## src/rtl/lsu_axil_master.sv

```systemverilog
// rtl/lsu_axil_master.sv - load/store unit AXI-lite bus master, one outstanding access
module lsu_axil_master (
  input  logic        clk,
  input  logic        rst,
  input  logic        req_valid,
  output logic        req_ready,
  input  logic        req_wen,
  input  logic [31:0] req_addr,
  input  logic [31:0] req_wdata,
  input  logic [1:0]  req_size,
  input  logic        req_unsigned,
  output logic        resp_valid,
  output logic [31:0] resp_rdata,
  output logic        resp_err,
  output logic        resp_misalign,
  output logic        mem_awvalid,
  output logic [31:0] mem_awaddr,
  input  logic        mem_awready,
  output logic        mem_wvalid,
  output logic [31:0] mem_wdata,
  output logic [7:0]  mem_wstrb,
  input  logic        mem_wready,
  input  logic        mem_bvalid,
  input  logic [1:0]  mem_bresp,
  output logic        mem_bready,
  output logic        mem_arvalid,
  output logic [31:0] mem_araddr,
  input  logic        mem_arready,
  input  logic        mem_rvalid,
  input  logic [31:0] mem_rdata,
  input  logic [1:0]  mem_rresp,
  output logic        mem_rready
);

  typedef enum logic [1:0] {IDLE, RD, WR, RESP} state_t;

  state_t      state, state_next;
  logic [1:0]  off_q;
  logic [1:0]  size_q;
  logic        uns_q;
  logic        misalign;
  logic [3:0]  mask;
  logic [31:0] shifted;
  logic [31:0] load_data;

  assign req_ready  = (state == IDLE);
  assign resp_valid = (state == RESP);

  // Size 3 is reserved and always rejected along with unaligned halves/words
  assign misalign = (req_size == 2'd3) ||
                    ((req_size == 2'd1) && req_addr[0]) ||
                    ((req_size == 2'd2) && (req_addr[1:0] != 2'b00));

  // Byte-enable pattern before lane steering
  always_comb begin
    mask = 4'b0000;
    case (req_size)
      2'd0:    mask = 4'b0001;
      2'd1:    mask = 4'b0011;
      2'd2:    mask = 4'b1111;
      default: mask = 4'b0000;
    endcase
  end

  // Move the addressed lane down to bit 0 and extend it to 32 bits
  always_comb begin
    shifted   = mem_rdata >> {off_q, 3'b000};
    load_data = shifted;
    case (size_q)
      2'd0:    load_data = uns_q ? {24'd0, shifted[7:0]}  : {{24{shifted[7]}}, shifted[7:0]};
      2'd1:    load_data = uns_q ? {16'd0, shifted[15:0]} : {{16{shifted[15]}}, shifted[15:0]};
      default: load_data = shifted;
    endcase
  end

  // State register
  always_ff @(posedge clk) begin
    if (rst) state <= IDLE;
    else     state <= state_next;
  end

  // Next-state selection; completion handshakes win over address handshakes
  always_comb begin
    state_next = state;
    case (state)
      IDLE: if (req_valid) state_next = misalign ? RESP : (req_wen ? WR : RD);
      RD:   if (mem_rvalid && mem_rready) state_next = RESP;
      WR:   if (mem_bvalid && mem_bready) state_next = RESP;
      RESP: state_next = IDLE;
      default: state_next = IDLE;
    endcase
  end

  // Registered bus channel signals and response fields
  always_ff @(posedge clk) begin
    if (rst) begin
      off_q         <= 2'd0;
      size_q        <= 2'd0;
      uns_q         <= 1'b0;
      mem_awvalid   <= 1'b0;
      mem_awaddr    <= 32'd0;
      mem_wvalid    <= 1'b0;
      mem_wdata     <= 32'd0;
      mem_wstrb     <= 8'd0;
      mem_bready    <= 1'b0;
      mem_arvalid   <= 1'b0;
      mem_araddr    <= 32'd0;
      mem_rready    <= 1'b0;
      resp_rdata    <= 32'd0;
      resp_err      <= 1'b0;
      resp_misalign <= 1'b0;
    end else begin
      case (state)
        IDLE: begin
          if (req_valid) begin
            off_q         <= req_addr[1:0];
            size_q        <= req_size;
            uns_q         <= req_unsigned;
            resp_rdata    <= 32'd0;
            resp_err      <= 1'b0;
            resp_misalign <= misalign;
            if (!misalign) begin
              if (req_wen) begin
                mem_awaddr  <= {req_addr[31:2], 2'b00};
                mem_wdata   <= req_wdata << {req_addr[1:0], 3'b000};
                mem_wstrb   <= {4'b0000, mask << req_addr[1:0]};
                mem_awvalid <= 1'b1;
                mem_wvalid  <= 1'b1;
                mem_bready  <= 1'b1;
              end else begin
                mem_araddr  <= {req_addr[31:2], 2'b00};
                mem_arvalid <= 1'b1;
                mem_rready  <= 1'b1;
              end
            end
          end
        end
        RD: begin
          if (mem_rvalid && mem_rready) begin
            mem_arvalid <= 1'b0;
            mem_rready  <= 1'b0;
            resp_err    <= (mem_rresp != 2'b00);
            resp_rdata  <= (mem_rresp != 2'b00) ? 32'd0 : load_data;
          end else if (mem_arready) begin
            mem_arvalid <= 1'b0;
          end
        end
        WR: begin
          if (mem_bvalid && mem_bready) begin
            mem_awvalid <= 1'b0;
            mem_wvalid  <= 1'b0;
            mem_bready  <= 1'b0;
            resp_err    <= (mem_bresp != 2'b00);
          end else begin
            if (mem_awready) mem_awvalid <= 1'b0;
            if (mem_wready)  mem_wvalid  <= 1'b0;
          end
        end
        RESP: begin
          resp_rdata    <= 32'd0;
          resp_err      <= 1'b0;
          resp_misalign <= 1'b0;
        end
        default: ;
      endcase
    end
  end

endmodule

```

## config.mk

```make
export PLATFORM = sky130hd
export DESIGN_NAME = lsu_axil_master
export DESIGN_NICKNAME = d
export VERILOG_FILES = /design/src/rtl/lsu_axil_master.sv
export SDC_FILE = /design/constraint.sdc
export NUM_CORES = 1
export LEC_CHECK = 0
export ABC_CLOCK_PERIOD_IN_PS = 5600
export CELL_PAD_IN_SITES_DETAIL_PLACEMENT = 1
export CELL_PAD_IN_SITES_GLOBAL_PLACEMENT = 1
export CORE_MARGIN = 2
export CORE_UTILIZATION = 25
export CTS_BUF_LIST = sky130_fd_sc_hd__clkbuf_4 sky130_fd_sc_hd__clkbuf_8 sky130_fd_sc_hd__clkbuf_16
export CTS_CLUSTER_SIZE = 20
export DETAILED_ROUTE_END_ITERATION = 10
export PLACE_DENSITY_LB_ADDON = 0.1
export SLEW_MARGIN = 30
export SYNTH_ARGS = -nofsm -noshare
export SYNTH_HDL_FRONTEND = slang
export SYNTH_SLANG_ARGS = --single-unit
```

## constraint.sdc

```tcl
create_clock -name clk -period 5.6 [get_ports clk]
set_clock_uncertainty 0.05 [all_clocks]
set_input_delay 0.56 -clock clk [delete_from_list [all_inputs] [get_ports clk]]
set_output_delay 0.56 -clock clk [all_outputs]
set_load 0.02 [all_outputs]
```

# After elaboration in Yosys (flattened, before gate mapping)
# Index checks and enable logic that the tools add are counted.
# Widths: inputs -> output; s select.
[totals] wordCells=103 regBits=142 in_bits=112
[classes] reduce_logical=27 n_bitwise=2 shifts=3 n_mux=39 n_eq_ne=16
[op_table] operator="$mux 32" count=5
[op_table] operator="$pmux 32 s3" count=1
[op_table] operator="$pmux 32 s2" count=1
[op_table] operator="$shl 32x5->32" count=1
[op_table] operator="$shr 32x5->32" count=1
[op_table] operator="$reduce_and 5->1" count=5
[op_table] operator="$mux 1" count=18
[op_table] operator="$pmux 1 s2" count=6
[op_table] operator="$pmux 4 s3" count=1
[op_table] operator="$reduce_bool 2->1" count=6
[op_table] operator="$mux 2" count=5
[op_table] operator="$ne 2x2->1 const B" count=5
[op_table] operator="$ne 3x3->1 const B" count=3
[op_table] operator="$eq 2x2->1 const B" count=4
[op_table] operator="$pmux 2 s4" count=1
[op_table] operator="$reduce_and 4->1" count=2
[op_table] operator="$eq 2x1->1 const B" count=3
[op_table] operator="$logic_not 2->1" count=3
[op_table] operator="$reduce_and 3->1" count=2
[op_table] operator="$logic_and 1x1->1" count=4
[op_table] operator="$pmux 1 s4" count=1
[op_table] operator="$reduce_and 2->1" count=2
[op_table] operator="$shl 4x2->4" count=1
[op_table] operator="$reduce_bool 3->1" count=1
[op_table] operator="3 further kinds" count=5

# Logic depth before layout (Yosys ltp)
[depth] ltp_word=7 mapped_depth=9 ltp_nobuf=6

# Least setup slack after synthesis
# Ideal clock, no wire load.
[synth_timing] kind="register -> register" from="reg state[0]" to="reg resp_rdata[24]" stages_incl_launch_ff=8 t_arrival_ps=2166 path_slack_ps=3325 path_buffers=1 period_less_slack_ps=2275 setup_time_ps=59 cell_sequence="dfxtp_1 > inv_1 > ha_1 > or4b_4 > or4_4 > buf_6 > nor3_4 > a221o_1"
[synth_via] elab_chain_len=3 word_cells_on_any_way=8 cone_classes="eq/ne: 4; mux: 1; reduce/logical: 3"
[synth_lines] element="start: declaration" line_no="37" rtl="state_t state, state_next;"
[synth_lines] element="start signal: assignment" line_no="79" rtl="else state <= state_next;"
[synth_lines] element="$eq 2x1->1 (tied with other cells)" line_no="113" rtl="case (state)"
[synth_lines] element="$ne 2x2->1 (no line) or $reduce_bool 3->1 (tied branches)"
[synth_lines] element="$reduce_and 3->1 (no line)"
[synth_lines] element="end signal: assignment" line_no="143" rtl="resp_rdata <= (mem_rresp != 2'b00) ? 32'd0 : load_data;"
[synth_lines] element="end: declaration" line_no="13" rtl="output logic [31:0] resp_rdata,"
# Several ways; a longest one is shown, not always the timed one.
# A chain may end at the register's enable or synchronous reset.

# Worst setup path in the final report
[layout_timing] from="in req_size[0]" to="reg mem_wdata[13]"
[layout_via] elab_chain_len=6 word_cells_on_any_way=9 cone_classes="eq/ne: 3; bitwise: 1; reduce/logical: 5"
[layout_lines] element="start: declaration" line_no="10" rtl="input logic [1:0] req_size,"
[layout_lines] element="$eq 2x1->1" line_no="51" rtl="((req_size == 2'd1) && req_addr[0]) ||"
[layout_lines] element="$logic_and 1x1->1" line_no="51"
[layout_lines] element="$logic_or 1x1->1" line_no="50" rtl="assign misalign = (req_size == 2'd3) ||"
[layout_lines] element="$logic_or 1x1->1 *" line_no="51"
[layout_lines] element="$not 1->1 (no line) *"
[layout_lines] element="$reduce_and 4->1 (no line) *"
[layout_lines] element="end signal: assignment" line_no="125" rtl="mem_wdata <= req_wdata << {req_addr[1:0], 3'b000};"
[layout_lines] element="end: declaration" line_no="20" rtl="output logic [31:0] mem_wdata,"
# Mark *: on every way between the ends. The rest lies on a longest branch, timed or not.

==> summary.txt <==
Cells and area
  • Synthesis-to-layout area growth: 52.2%
  • Non-filler instance count after layout: 1294
  • Most frequent cells in the layout: clkdlybuf4s50_1, nand2_1, dfxtp_1
  • Diodes inserted: 0
  • Nets: 1076
  • Layout cells sized above 1: 8.97%
  • Commonest non-fill, non-tap cell in the layout: clkdlybuf4s50_1
  • Fin util: 39.0%

Global route
  • Final global-route overflow total: 0
  • Vias in the first global route: 6127
  • First-pass GRT wire length: 35700 um
  • Initial antenna violation count: 0
  • Gr usage total: 17.5%
  • Pin count of the biggest net entering global routing: 62

Timing
  • Final setup fails: 0
  • Max Slew Vio Count: 0
  • Fin crit share: 54.0%
  • Worst slew margin: 40.3%
  • Hold Slack: 404 ps
  • Fmax: 0.331 GHz
  • Hold Vio Cnt, Final: 0
  • Unrepaired setup endpoints after global routing: no
  • Slack of the critical path: 2580 ps
  • Worst-Margin Slew: 888 ps
  • Setup TNS: 0 ps
  • Crit path time final: 3020 ps

Place
  • # placed instances: 1261
  • Pre-CTS setup slack: 1940 ps
  • IO Port Bufs: 248
  • Placer Congestion: 0.759
  • Detailed Place HPWL: 16600 um

Setup path
  • Kind of critical path: input port to flip-flop
  • FF-to-FF setup slack: 2900 ps
  • Reg-to-Reg Start: state[0]
  • Reg-to-reg critical path endpoint: resp_rdata[17]
  • Startpoint Class: input port
  • Reg2reg path depth: 6
  • Arr. time, crit path: 3320 ps
  • Worst Setup End Kind: flip-flop
  • Req. time, crit path: 5900 ps
  • CP Max Fanout: 46

Clocking
  • Worst-Skew Late Latency: 420 ps
  • H-tree depth: 4
  • Clk pin slew, worst setup/hold paths: 70 ps
  • Sink Count: 142
  • Cts hold-fix bufs: 0
  • CTS root buf: clkbuf_16
  • Post-CTS setup buffer count: 0
  • CTS Buffer Depth: 2
  • CTS resizes: 0
  • Total CTS buffers: 17
  • CTS tree: built

Min path
  • Hold Crit Start: mem_wdata[2]
  • WHS Endpoint: mem_wdata[2]
  • Hold depth: 2
  • Hold Path Class: flip-flop to flip-flop

Synthesis
  • Yosys cell types: 49
  • Synth warn: 0
  • Top FF cell, synth: dfxtp_1
  • Register bit count reported by yosys: 142
  • Post-synthesis instance area: 6270 sq um
  • Number of synthesized flops with an enable pin: 0
  • Async set-or-reset flop fraction in the synthesized netlist: 0%
  • Sequential element share of the synthesized area: 45.3%
  • Cells after Synth: 737
  • Mean Syn Cell Area: 8.51 sq um

Drt
  • Via count: 5991
  • Post-DRT Antenna Nets: 0
  • Vias per std cell: 4.63
  • Post-Route WL: 23200 um
  • First drt pass iteration count: 4
  • 1st-iter DRT viols: 266
  • DRC viols: 0
  • Drt wl/cell: 17.9 um

Die
  • Row count: 57
  • Die X: 162 um
  • Core area: 24500 sq um
  • Die ar.: 26400 sq um
  • Die outline height: 162 um
  • Starting Density: 25.6%
  • # IOs: 257

Pwr
  • Worst VDD drop: 0.145 mV
  • LEAKAGE: 0.00330 uW
  • Pwr/cell area: 324 nW/um^2

Flow run
  • Number of max-cap violations: 0

Run status
  • Run status: finished clean
[metrics by stage]
stage	total power, uW	area [sq um]
finish	3090	9540
global route	3260	9540
CTS	3140	9520
detailed placement	1990	8940
global placement	1990	8940
floorplan	1650	6290
[Yosys cell counts (all sizes together) (2+ instances only)]
master  count  area [sq um]
nand2     185           694
dfxtp     142          2840
a21oi     109           546
clkbuf     47           216
nor2       27           101
mux2       24           270
o21ai      18          90.1
buf        17           123
mux2i      17           170
a22oi      14           105
nand3      12          60.1
nor3       12          76.3
or3        12          75.1
inv        10          37.5
a211oi      9          67.6
nand3b      9          67.6
o211ai      9          67.6
a221o       8          80.1
a221oi      8          70.1
ha          7          87.6
mux4        7           158
a211o       6          52.6
nand2b      4          25.0
a21boi      2          15.0
a32oi       2          17.5
and2        2          12.5
nor2b       2          12.5
o22ai       2          12.5
[sequential cells by signal, summed over array words and instances, names as in the netlist, 2 cells and up]
name / count
mem_araddr: 30
mem_awaddr: 30
mem_wdata: 32
mem_wstrb: 4
off_q: 2
resp_rdata: 32
size_q: 2
state: 2
[cell type report]
cell class              instances  area [sq um]
well taps                     324           405
repair buffers                258          2570
fillers                      2847         14900
clock buffers                  19           447
flip-flops and latches        142          2840
inverters                      10          37.5
multi-input cells             528          3110
clock inverters                13           128
[kinds of logic after synthesis]
family / synth area share, %
other: 0.0598
AO/OA/AOI/OAI: 18.4
buffers and inverters: 6.01
flip-flops: 45.3
AND/OR/NAND/NOR: 19.2
adder cells (fa/ha/maj): 1.40
multiplexers: 9.54
[worst max-delay path by stage]
stage / depth (start not counted) / endpoint / slack, ps / start
after CTS: 8 / mem_awaddr[19] / 2400 / req_size[0]
after global routing: 8 / mem_wdata[9] / 2390 / req_size[0]
after detailed placement: 8 / mem_awaddr[14] / 1940 / req_size[0]
after global placement: 8 / mem_awaddr[2] / 2080 / req_size[0]
after floorplan: 7 / resp_rdata[24] / 3330 / state[0]
final: 8 / mem_wdata[13] / 2580 / req_size[0]
[power by group]
part | total, uW | leakage, uW | internal, uW | switching, uW
sequential | 1130 | 0.00115 | 1080 | 47.3
clock | 1130 | 0.000280 | 638 | 487
combinational | 839 | 0.00187 | 349 | 490
[routing by layer]
layer	up-vias	track usage (%)	part of all wire (%)
met5	-	0	0
li1	2993	-	-
met3	15	6.04	7.7
met1	2805	22.9	46
met4	0	4.63	1.1
met2	178	27.6	45
[worst max-delay path, cell delays in order]
cell             delay [ps]
clkdlybuf4s50_1         550
inv_1                    60
ha_1                    240
or3_1                   470
a21o_2                  480
buf_4                   380
or3_1                   400
a21oi_1                 150
No activity file was read; power rests on OpenSTA's default activity.
